### config.mk
export PLATFORM = sky130hd
export DESIGN_NAME = mc_controller
export DESIGN_NICKNAME = d
export VERILOG_FILES = /design/src/rtl/mc_controller_pkg.sv /design/src/rtl/mc_aludec.sv /design/src/rtl/mc_controller.sv
export SDC_FILE = /design/constraint.sdc
export NUM_CORES = 1
export LEC_CHECK = 0
export CORE_MARGIN = 2
export CORE_UTILIZATION = 35
export CTS_BUF_LIST = sky130_fd_sc_hd__clkbuf_16
export DETAILED_ROUTE_END_ITERATION = 7
export GPL_TIMING_DRIVEN = 1
export SLEW_MARGIN = 20
export SYNTH_ARGS = -nofsm -noshare
export SYNTH_HDL_FRONTEND = slang
export SYNTH_SLANG_ARGS = --single-unit
### constraint.sdc
create_clock -name clk -period 2.5 [get_ports clk]
set_input_delay 0.5 -clock clk [delete_from_list [all_inputs] [get_ports clk]]
set_output_delay 0.5 -clock clk [all_outputs]
set_load 0.01 [all_outputs]
### src/rtl/mc_controller_pkg.sv
// Shared encodings for the multicycle controller: state enum, opcode/funct fields, ALU operations.
// BNE support is compiled in with MC_CONTROLLER_BNE_EN.
package mc_controller_pkg;

  typedef enum logic [3:0] {
    ST_FETCH   = 4'd0,
    ST_DECODE  = 4'd1,
    ST_MEMADR  = 4'd2,
    ST_MEMRD   = 4'd3,
    ST_MEMWB   = 4'd4,
    ST_MEMWR   = 4'd5,
    ST_EXECUTE = 4'd6,
    ST_ALUWB   = 4'd7,
    ST_BEQ     = 4'd8,
    ST_ADDIEX  = 4'd9,
    ST_ADDIWB  = 4'd10,
    ST_JUMP    = 4'd11,
    ST_BNE     = 4'd12,
    ST_ERROR   = 4'd15
  } state_e;

  localparam logic [5:0] OP_LW    = 6'b100011;
  localparam logic [5:0] OP_SW    = 6'b101011;
  localparam logic [5:0] OP_RTYPE = 6'b000000;
  localparam logic [5:0] OP_BEQ   = 6'b000100;
  localparam logic [5:0] OP_ADDI  = 6'b001000;
  localparam logic [5:0] OP_J     = 6'b000010;
  localparam logic [5:0] OP_BNE   = 6'b000101;

  localparam logic [5:0] FN_ADD = 6'b100000;
  localparam logic [5:0] FN_SUB = 6'b100010;
  localparam logic [5:0] FN_AND = 6'b100100;
  localparam logic [5:0] FN_OR  = 6'b100101;
  localparam logic [5:0] FN_SLT = 6'b101010;

  localparam logic [2:0] ALU_ADD = 3'b010;
  localparam logic [2:0] ALU_SUB = 3'b110;
  localparam logic [2:0] ALU_AND = 3'b000;
  localparam logic [2:0] ALU_OR  = 3'b001;
  localparam logic [2:0] ALU_SLT = 3'b111;

endpackage

### src/rtl/mc_aludec.sv
// ALU operation select from controller state and R-type funct; flags unsupported funct codes.
// The BNE compare path exists only with MC_CONTROLLER_BNE_EN.
module mc_aludec
  import mc_controller_pkg::*;
(
  input  logic [3:0] state,
  input  logic [5:0] funct,
  output logic [2:0] alucontrol,
  output logic       funct_illegal
);

  logic [2:0] rtype_alu_s;

  // Function-field decode for R-type instructions
  always_comb begin
    funct_illegal = 1'b0;
    rtype_alu_s   = ALU_ADD;
    case (funct)
      FN_ADD:  rtype_alu_s = ALU_ADD;
      FN_SUB:  rtype_alu_s = ALU_SUB;
      FN_AND:  rtype_alu_s = ALU_AND;
      FN_OR:   rtype_alu_s = ALU_OR;
      FN_SLT:  rtype_alu_s = ALU_SLT;
      default: funct_illegal = 1'b1;
    endcase
  end

  // Per-state ALU operation; PC increment and address arithmetic all use add
  always_comb begin
    alucontrol = 3'b000;
    case (state)
      ST_FETCH, ST_DECODE, ST_MEMADR, ST_ADDIEX: alucontrol = ALU_ADD;
      ST_EXECUTE: alucontrol = rtype_alu_s;
      ST_BEQ:     alucontrol = ALU_SUB;
`ifdef MC_CONTROLLER_BNE_EN
      ST_BNE:     alucontrol = ALU_SUB;
`endif
      default:    alucontrol = 3'b000;
    endcase
  end

endmodule

### src/rtl/mc_controller.sv
// Multicycle Moore controller with memory handshake timeout and sticky ERROR state.
// Define MC_CONTROLLER_BNE_EN to implement the BNE branch state.
module mc_controller
  import mc_controller_pkg::*;
#(
  parameter int unsigned TIMEOUT = 15
) (
  input  logic       clk,
  input  logic       reset,
  input  logic [5:0] op,
  input  logic [5:0] funct,
  input  logic       zero,
  input  logic       mem_ready,
  output logic       pcen,
  output logic       iord,
  output logic       irwrite,
  output logic       memwrite,
  output logic       mem_req,
  output logic       regdst,
  output logic       memtoreg,
  output logic       regwrite,
  output logic       alusrca,
  output logic       illegal,
  output logic [1:0] alusrcb,
  output logic [1:0] pcsrc,
  output logic [2:0] alucontrol,
  output logic [3:0] state_o
);

  localparam logic [7:0] TIMEOUT_C = 8'(TIMEOUT);

  logic [3:0] state_r;
  logic [3:0] state_next_s;
  logic [7:0] wait_r;
  logic       funct_illegal_s;
  logic       timed_out_s;

  mc_aludec u_aludec (
    .state         (state_r),
    .funct         (funct),
    .alucontrol    (alucontrol),
    .funct_illegal (funct_illegal_s)
  );

  // Timeout fires only once the counter has already absorbed TIMEOUT unanswered cycles
  assign timed_out_s = !mem_ready && (wait_r >= TIMEOUT_C);
  assign state_o     = state_r;

  // Next-state selection
  always_comb begin
    state_next_s = ST_ERROR;
    case (state_r)
      ST_FETCH: begin
        if (mem_ready)        state_next_s = ST_DECODE;
        else if (timed_out_s) state_next_s = ST_ERROR;
        else                  state_next_s = ST_FETCH;
      end
      ST_DECODE: begin
        case (op)
          OP_LW, OP_SW: state_next_s = ST_MEMADR;
          OP_RTYPE: begin
            if (funct_illegal_s) state_next_s = ST_ERROR;
            else                 state_next_s = ST_EXECUTE;
          end
          OP_BEQ:  state_next_s = ST_BEQ;
          OP_ADDI: state_next_s = ST_ADDIEX;
          OP_J:    state_next_s = ST_JUMP;
`ifdef MC_CONTROLLER_BNE_EN
          OP_BNE:  state_next_s = ST_BNE;
`endif
          default: state_next_s = ST_ERROR;
        endcase
      end
      ST_MEMADR: begin
        if (op == OP_SW) state_next_s = ST_MEMWR;
        else             state_next_s = ST_MEMRD;
      end
      ST_MEMRD: begin
        if (mem_ready)        state_next_s = ST_MEMWB;
        else if (timed_out_s) state_next_s = ST_ERROR;
        else                  state_next_s = ST_MEMRD;
      end
      ST_MEMWR: begin
        if (mem_ready)        state_next_s = ST_FETCH;
        else if (timed_out_s) state_next_s = ST_ERROR;
        else                  state_next_s = ST_MEMWR;
      end
      ST_EXECUTE: state_next_s = ST_ALUWB;
      ST_ADDIEX:  state_next_s = ST_ADDIWB;
      ST_MEMWB, ST_ALUWB, ST_ADDIWB, ST_BEQ, ST_JUMP: state_next_s = ST_FETCH;
`ifdef MC_CONTROLLER_BNE_EN
      ST_BNE:     state_next_s = ST_FETCH;
`endif
      ST_ERROR:   state_next_s = ST_ERROR;
      default:    state_next_s = ST_ERROR;
    endcase
  end

  // State register
  always_ff @(posedge clk or negedge reset) begin
    if (!reset) state_r <= ST_FETCH;
    else        state_r <= state_next_s;
  end

  // Memory wait counter, restarted whenever the state moves
  always_ff @(posedge clk or negedge reset) begin
    if (!reset)                         wait_r <= 8'd0;
    else if (state_next_s != state_r)   wait_r <= 8'd0;
    else if (mem_req && !mem_ready)     wait_r <= wait_r + 8'd1;
    else                                wait_r <= wait_r;
  end

  // Moore control decode; irwrite and pcen also qualify on handshake/zero
  always_comb begin
    pcen     = 1'b0;
    iord     = 1'b0;
    irwrite  = 1'b0;
    memwrite = 1'b0;
    mem_req  = 1'b0;
    regdst   = 1'b0;
    memtoreg = 1'b0;
    regwrite = 1'b0;
    alusrca  = 1'b0;
    illegal  = 1'b0;
    alusrcb  = 2'b00;
    pcsrc    = 2'b00;
    case (state_r)
      ST_FETCH: begin
        mem_req = 1'b1;
        irwrite = mem_ready;
        pcen    = mem_ready;
        alusrcb = 2'b01;
      end
      ST_DECODE: alusrcb = 2'b11;
      ST_MEMADR, ST_ADDIEX: begin
        alusrca = 1'b1;
        alusrcb = 2'b10;
      end
      ST_MEMRD: begin
        mem_req = 1'b1;
        iord    = 1'b1;
      end
      ST_MEMWB: begin
        regwrite = 1'b1;
        memtoreg = 1'b1;
      end
      ST_MEMWR: begin
        mem_req  = 1'b1;
        iord     = 1'b1;
        memwrite = 1'b1;
      end
      ST_EXECUTE: alusrca = 1'b1;
      ST_ALUWB: begin
        regwrite = 1'b1;
        regdst   = 1'b1;
      end
      ST_BEQ: begin
        alusrca = 1'b1;
        pcsrc   = 2'b01;
        pcen    = zero;
      end
      ST_ADDIWB: regwrite = 1'b1;
      ST_JUMP: begin
        pcsrc = 2'b10;
        pcen  = 1'b1;
      end
`ifdef MC_CONTROLLER_BNE_EN
      ST_BNE: begin
        alusrca = 1'b1;
        pcsrc   = 2'b01;
        pcen    = !zero;
      end
`endif
      ST_ERROR: illegal = 1'b1;
      default: illegal = 1'b0;
    endcase
  end

endmodule

After elaboration in Yosys (flattened, before gate mapping)

Cells that the tools add are included.

Add/subtract/negate cells: 1
Multipliers: 0
Div/mod/pow operators: 0
Order comparisons: 1
Eq/ne operators: 23
Shift operators: 0
Mux-type cells: 26
Bitwise logic cells: 0
Reductions and logical operators: 15

Operators with widths:

| cell                  | number |
|---|---|
| $eq A6 B6 Y1 const B  | 7 |
| $pmux W4 S8           | 1 |
| $mux W4               | 7 |
| $eq A4 B4 Y1 const B  | 5 |
| $pmux W4 S5           | 1 |
| $eq A4 B3 Y1 const B  | 4 |
| $mux W8               | 2 |
| $pmux W3 S4           | 1 |
| $reduce_or A5 Y1      | 2 |
| $mux W1               | 9 |
| $pmux W3 S3           | 1 |
| $add A8 B1 Y8 const B | 1 |
| $eq A4 B2 Y1 const B  | 2 |
| $ge A8 B4 Y1 const B  | 1 |
| $reduce_or A4 Y1      | 2 |
| $eq A6 B2 Y1 const B  | 1 |
| $eq A6 B3 Y1 const B  | 1 |
| $eq A6 B4 Y1 const B  | 1 |
| $logic_not A6 Y1      | 1 |
| $pmux W2 S3           | 1 |
| $reduce_or A2 Y1      | 3 |
| $reduce_or A3 Y1      | 2 |
| $eq A4 B1 Y1 const B  | 1 |
| $logic_not A4 Y1      | 1 |
| 7 further kinds       | 8 |

Register bits: 12
Bits in latches: 0
Bits in writable memories: 0
Bits in read-only memories: 0
Input port bits: 16
Output and inout port bits: 21
Word-level logic and storage cells: 68
Memories: 0

Depth between registers and ports, before layout

Word-level depth: 7
Gate-level depth with buffers: 7
Depth with buffers taken out: 6

Hierarchy

From an unflattened synthesis, not the netlist that was laid out.

Cell total of the unflattened synthesis: 179
Area, all modules: 1390.1 µm²

Modules (own cells, without submodules):

| module        | times used | cells an instance | area each (µm²) | seq. area each (µm²) |
|---|---|---|---|---|
| mc_controller | 1          | 161               | 1265.0          | 300.3 |
| mc_aludec     | 1          | 18                | 125.1           | 0.0 |

Least setup slack after synthesis

No wires, ideal clock.

Path type: register -> output
From: register state_r[3], in the netlist state_o[3]
To: output port alusrcb[1]
Data arrival time: 1.621 ns
Required time: 2.000 ns
Path slack: 0.379 ns
Stages on the path, launching flop included: 6
Buffers on the path: 2
Path through: dfrtp_1 > clkbuf_1 > clkbuf_1 > or2_2 > or2_2 > a21oi_1

Cells in the longest elaborated chain, start to end: 3
Elaborated cells on any way between the ends: 6
Classes of those cells: eq/ne: 3; mux: 1; reduce/logical: 2

RTL lines:

| element                                      | RTL line             | source |
|---|---|---|
| start, declared                              | mc_controller.sv:32  | `logic [3:0] state_r;` |
| start signal, assigned                       | mc_controller.sv:102 | `else state_r <= state_next_s;` |
| $eq A4 B2 Y1 or $eq A4 B4 Y1 (tied branches) | mc_controller.sv:127 | `case (state_r)` |
| $reduce_or A2 Y1                             | -                    |  |
| $pmux W2 S3 (*)                              | mc_controller.sv:127 |  |
| end, declared                                | mc_controller.sv:24  | `output logic [1:0] alusrcb,` |

Mark *: on every way between the ends. The rest lies on a longest branch, timed or not.

Final worst setup path

From: register state_r[1], in the netlist state_o[1]
To: output port pcen

Cells in the longest elaborated chain, start to end: 2
Elaborated cells on any way between the ends: 4
Classes of those cells: eq/ne: 2; mux: 1; reduce/logical: 1

RTL lines:

| element                                          | RTL line             | source |
|---|---|---|
| $eq A4 B4 Y1 or $logic_not A4 Y1 (tied branches) | mc_controller.sv:127 |  |
| $pmux W1 S3 (*)                                  | mc_controller.sv:127 |  |
| end, declared                                    | mc_controller.sv:14  | `output logic pcen,` |

Marks and branches as above.

==> results.yml <==
critical_path:
  cp-endpoint: "pcen"
  cp.required_ns: 2.00
  crit_chain: "buf_4 -> nor2_1 -> and3_1 -> a211o_1 -> clkdlybuf4s50_1"
  critical_path.reg2reg.startpoint: "state_o[2]"
  cp.depth: 5
  ff2ff_path_depth: 6
  reg2reg_slack_ns: 0.18
  worst_setup_path_end_kind: "primary output"
  crit-reg2reg-capture: "wait_r[6]"
  path_buf_inv: 2
  crit_fanout: 12
  worstSetupPathType: "reg -> out"
  cp-start-kind: "register"
  slowest_delay_ns: 0.53
  cpMaxStageDelayCell: "clkdlybuf4s50_1"
  critPathTopFamily: "buffers and inverters"
  crit_start: "state_o[1]"
  crit_arrival_ns: 1.91
sta:
  tightest_slew_ns: 0.597
  setup_viol: 0
  period_needed_ns: 2.41
  final_hold_viol_count: 0
  relSlewSlack_pct: 59.9
  max_freq_mhz: 416
  rsz0062_at_grt: "no"
  finalCritPeriodShare_pct: 96.3
  setup_tns_ns: 0
  finClkSkew_ns: 0.000420
  finalMaxSlewViolations: 0
synth:
  ys_seq_area_share_pct: 25.3
  ys_warn_count: 0
  synthDistinctLibCells: 48
  synth_area_leader_cell: "dfrtp_1"
  yosys_register_bits: 12
  synth_top_area_share_pct: 25.3
  syn-cell-area_um2: 1180
  ys_async_sr_fraction_pct: 100
  syn_nets: 172
  ys.flop_type: "dfrtp_1"
  synth_edf_count: 0
  synth.avg_cell_area_um2: 7.64
  synthCells: 155
  synth.top_cells.by_area: "dfrtp_1 (25%), nor3_1 (5.5%), xor2_1 (5.2%)"
floorplanning:
  initial_core_util_pct: 36.1
  rows: 21
  die_h_um: 62.2
  die_x_um: 62.2
  ios: 37
  dieArea_um2: 3870
  coreArea_um2: 3280
global_routing:
  grt_pass1_wl_um: 6090
  grt_use_total_pct: 19.8
  antenna_found_initial: 0
  grt_remaining_overflow: 0
  grt_max_degree: 17
  grt_pass1_vias: 1345
cells_and_area:
  final_cells: 249
  n_antenna_cell: 0
  final_util_pct: 54.4
  syn_to_final_growth_pct: 50.8
  drive_gt1_share_pct: 15.8
  fill_cells: 335
  nets: 221
detailed_routing:
  first_iter_violations: 45
  avgViaCountPerCell: 5.36
  vias: 1334
  wirelength_um: 3560
  wl_per_cell_um: 14.3
  route.detailed.drc: 0
  drt_pass1_iterations: 4
  ant_nets: 0
placement:
  hpwlAfterDp_um: 2920
  place_inst: 245
  routabilityCongestion: 0.795
  portBuffers: 36
min_path:
  hp-class: "reg -> reg"
power:
  p_clk_share_pct: 15.3
  power_density_nw_per_um2: 1080
  pwr-share-comb_pct: 69.6
  switching_share_pct: 43.4
  ir_worst_vdd_v: 0.000402
  power.internal_w: 0.00109
  net-switching-power_w: 0.000840
  power.leakage_nw: 0.780
  seqPwrFrac_pct: 15.1
clocking:
  insertion_delay_ns: 0.24
  clk_path_buf_depth: 2
  clkSinkCount: 12
  cts-hold-fix-buffers: 0
  cts_tree: "yes"
  numCtsBuffers: 3
  cts_max_level: 1
  root_buffer: "clkbuf_16"
  path_clk_slew_ns: 0.04
outcome:
  outcome: "finished clean"
job:
  cap_violations: 0
Yosys cell counts (all sizes together), types with 4 or more instances:
| library cell | number |
|---|---|
| nand3 | 4 |
| nor2 | 16 |
| nor3 | 14 |
| and3 | 4 |
| inv | 6 |
| o21ai | 9 |
| dfrtp | 12 |
| xor2 | 7 |
| a21oi | 7 |
| nand2 | 15 |
| clkbuf | 6 |
final cells by class:
cell class	instances	area (um2)	area share (%)
Clock buffer	3	75.1	4.20
Clock inverter	1	3.75	0.210
Inverter	6	22.5	1.26
Multi-Input combinational cell	128	836	46.8
Sequential cell	12	302	16.9
Tap cell	46	57.6	3.22
Timing Repair Buffer	53	490	27.5
worst reg2reg max path: cells and delay by family (launching register included):
family | cells | cell delay [ns]
and+or+nand+nor | 3 | 1.15
DFF | 1 | 0.50
AOI/OAI and AO/OA | 2 | 0.34
buffers and inverters | 1 | 0.19
routing by layer:
metal / global-route usage, % / part of all wire (%) / up-vias
li1: - / - / 667
met5: 0 / 0 / -
met1: 20.4 / 39 / 628
met2: 39.9 / 56 / 35
met3: 1.81 / 3.5 / 4
met4: 8.61 / 1.8 / 0
state kept, by name, summed over array words and instances (netlist names):
register / count
state_o: 4
wait_r: 8
cell usage in the layout, fill, tap and decap left out, types with 3 or more instances in the layout:
cell / instances
inv_1: 6
or3_1: 3
buf_4: 17
nand4_1: 3
o21ai_0: 7
a211o_1: 3
nand2b_1: 3
nor2_1: 16
nand3_1: 4
xnor2_1: 3
a21oi_1: 7
dfrtp_1: 11
clkbuf_16: 3
nand2_1: 15
nor3_1: 12
and3_1: 4
clkdlybuf4s50_1: 32
xor2_1: 7
how the worst min path moves through the flow:
stage | from | endpoint | slack, ns | cells after the start
after global placement | wait_r[7] | wait_r[7] | 0.57 | 2
after floorplan | reset | state_o[0] | 0.20 | 0
after CTS | wait_r[0] | wait_r[0] | 0.58 | 2
after detailed placement | wait_r[0] | wait_r[0] | 0.57 | 2
after global routing | wait_r[7] | wait_r[7] | 0.60 | 2
final | wait_r[0] | wait_r[0] | 0.58 | 2
timing repair:
item	4_1_cts	5_1_grt
cloned	0	0
endpoints found under the setup margin	4	4
setup buffers	0	0
pin swaps	0	0
resized for setup	5	4
power by group through the flow:
stage          clock network [W]  logic, W  registers, W
2_1_floorplan                  0  0.000773      0.000280
3_3_place_gp                   0   0.00134      0.000291
3_5_place_dp                   0   0.00135      0.000291
4_1_cts                 0.000302   0.00135      0.000291
5_1_grt                 0.000314   0.00147      0.000299
6_report                0.000297   0.00135      0.000291
metrics by stage:
step,worst slack (ns),area (um2),total power (W),hold WS [ns]
floorplan,0.379,1180,0.00105,0.204
global placement,-0.0449,1690,0.00163,0.566
detailed placement,-0.0877,1690,0.00164,0.568
CTS,0.0171,1770,0.00194,0.581
global route,0.00365,1790,0.00208,0.601
finish,0.0934,1790,0.00193,0.576
cell families (layout without fill, tap and decap cells):
family | Yosys count | in the layout | share of synthesized area, %
and+or+nand+nor | 78 | 78 | 35.4
xor gates and xnor gates | 10 | 10 | 7.39
adders and majority gates | 1 | 1 | 1.06
buffers and inverters | 15 | 63 | 5.07
AOI/OAI and AO/OA | 37 | 37 | 24.1
muxes | 2 | 2 | 1.69
DFF | 12 | 12 | 25.3
Note: power is estimated with default switching activity, not from simulation.
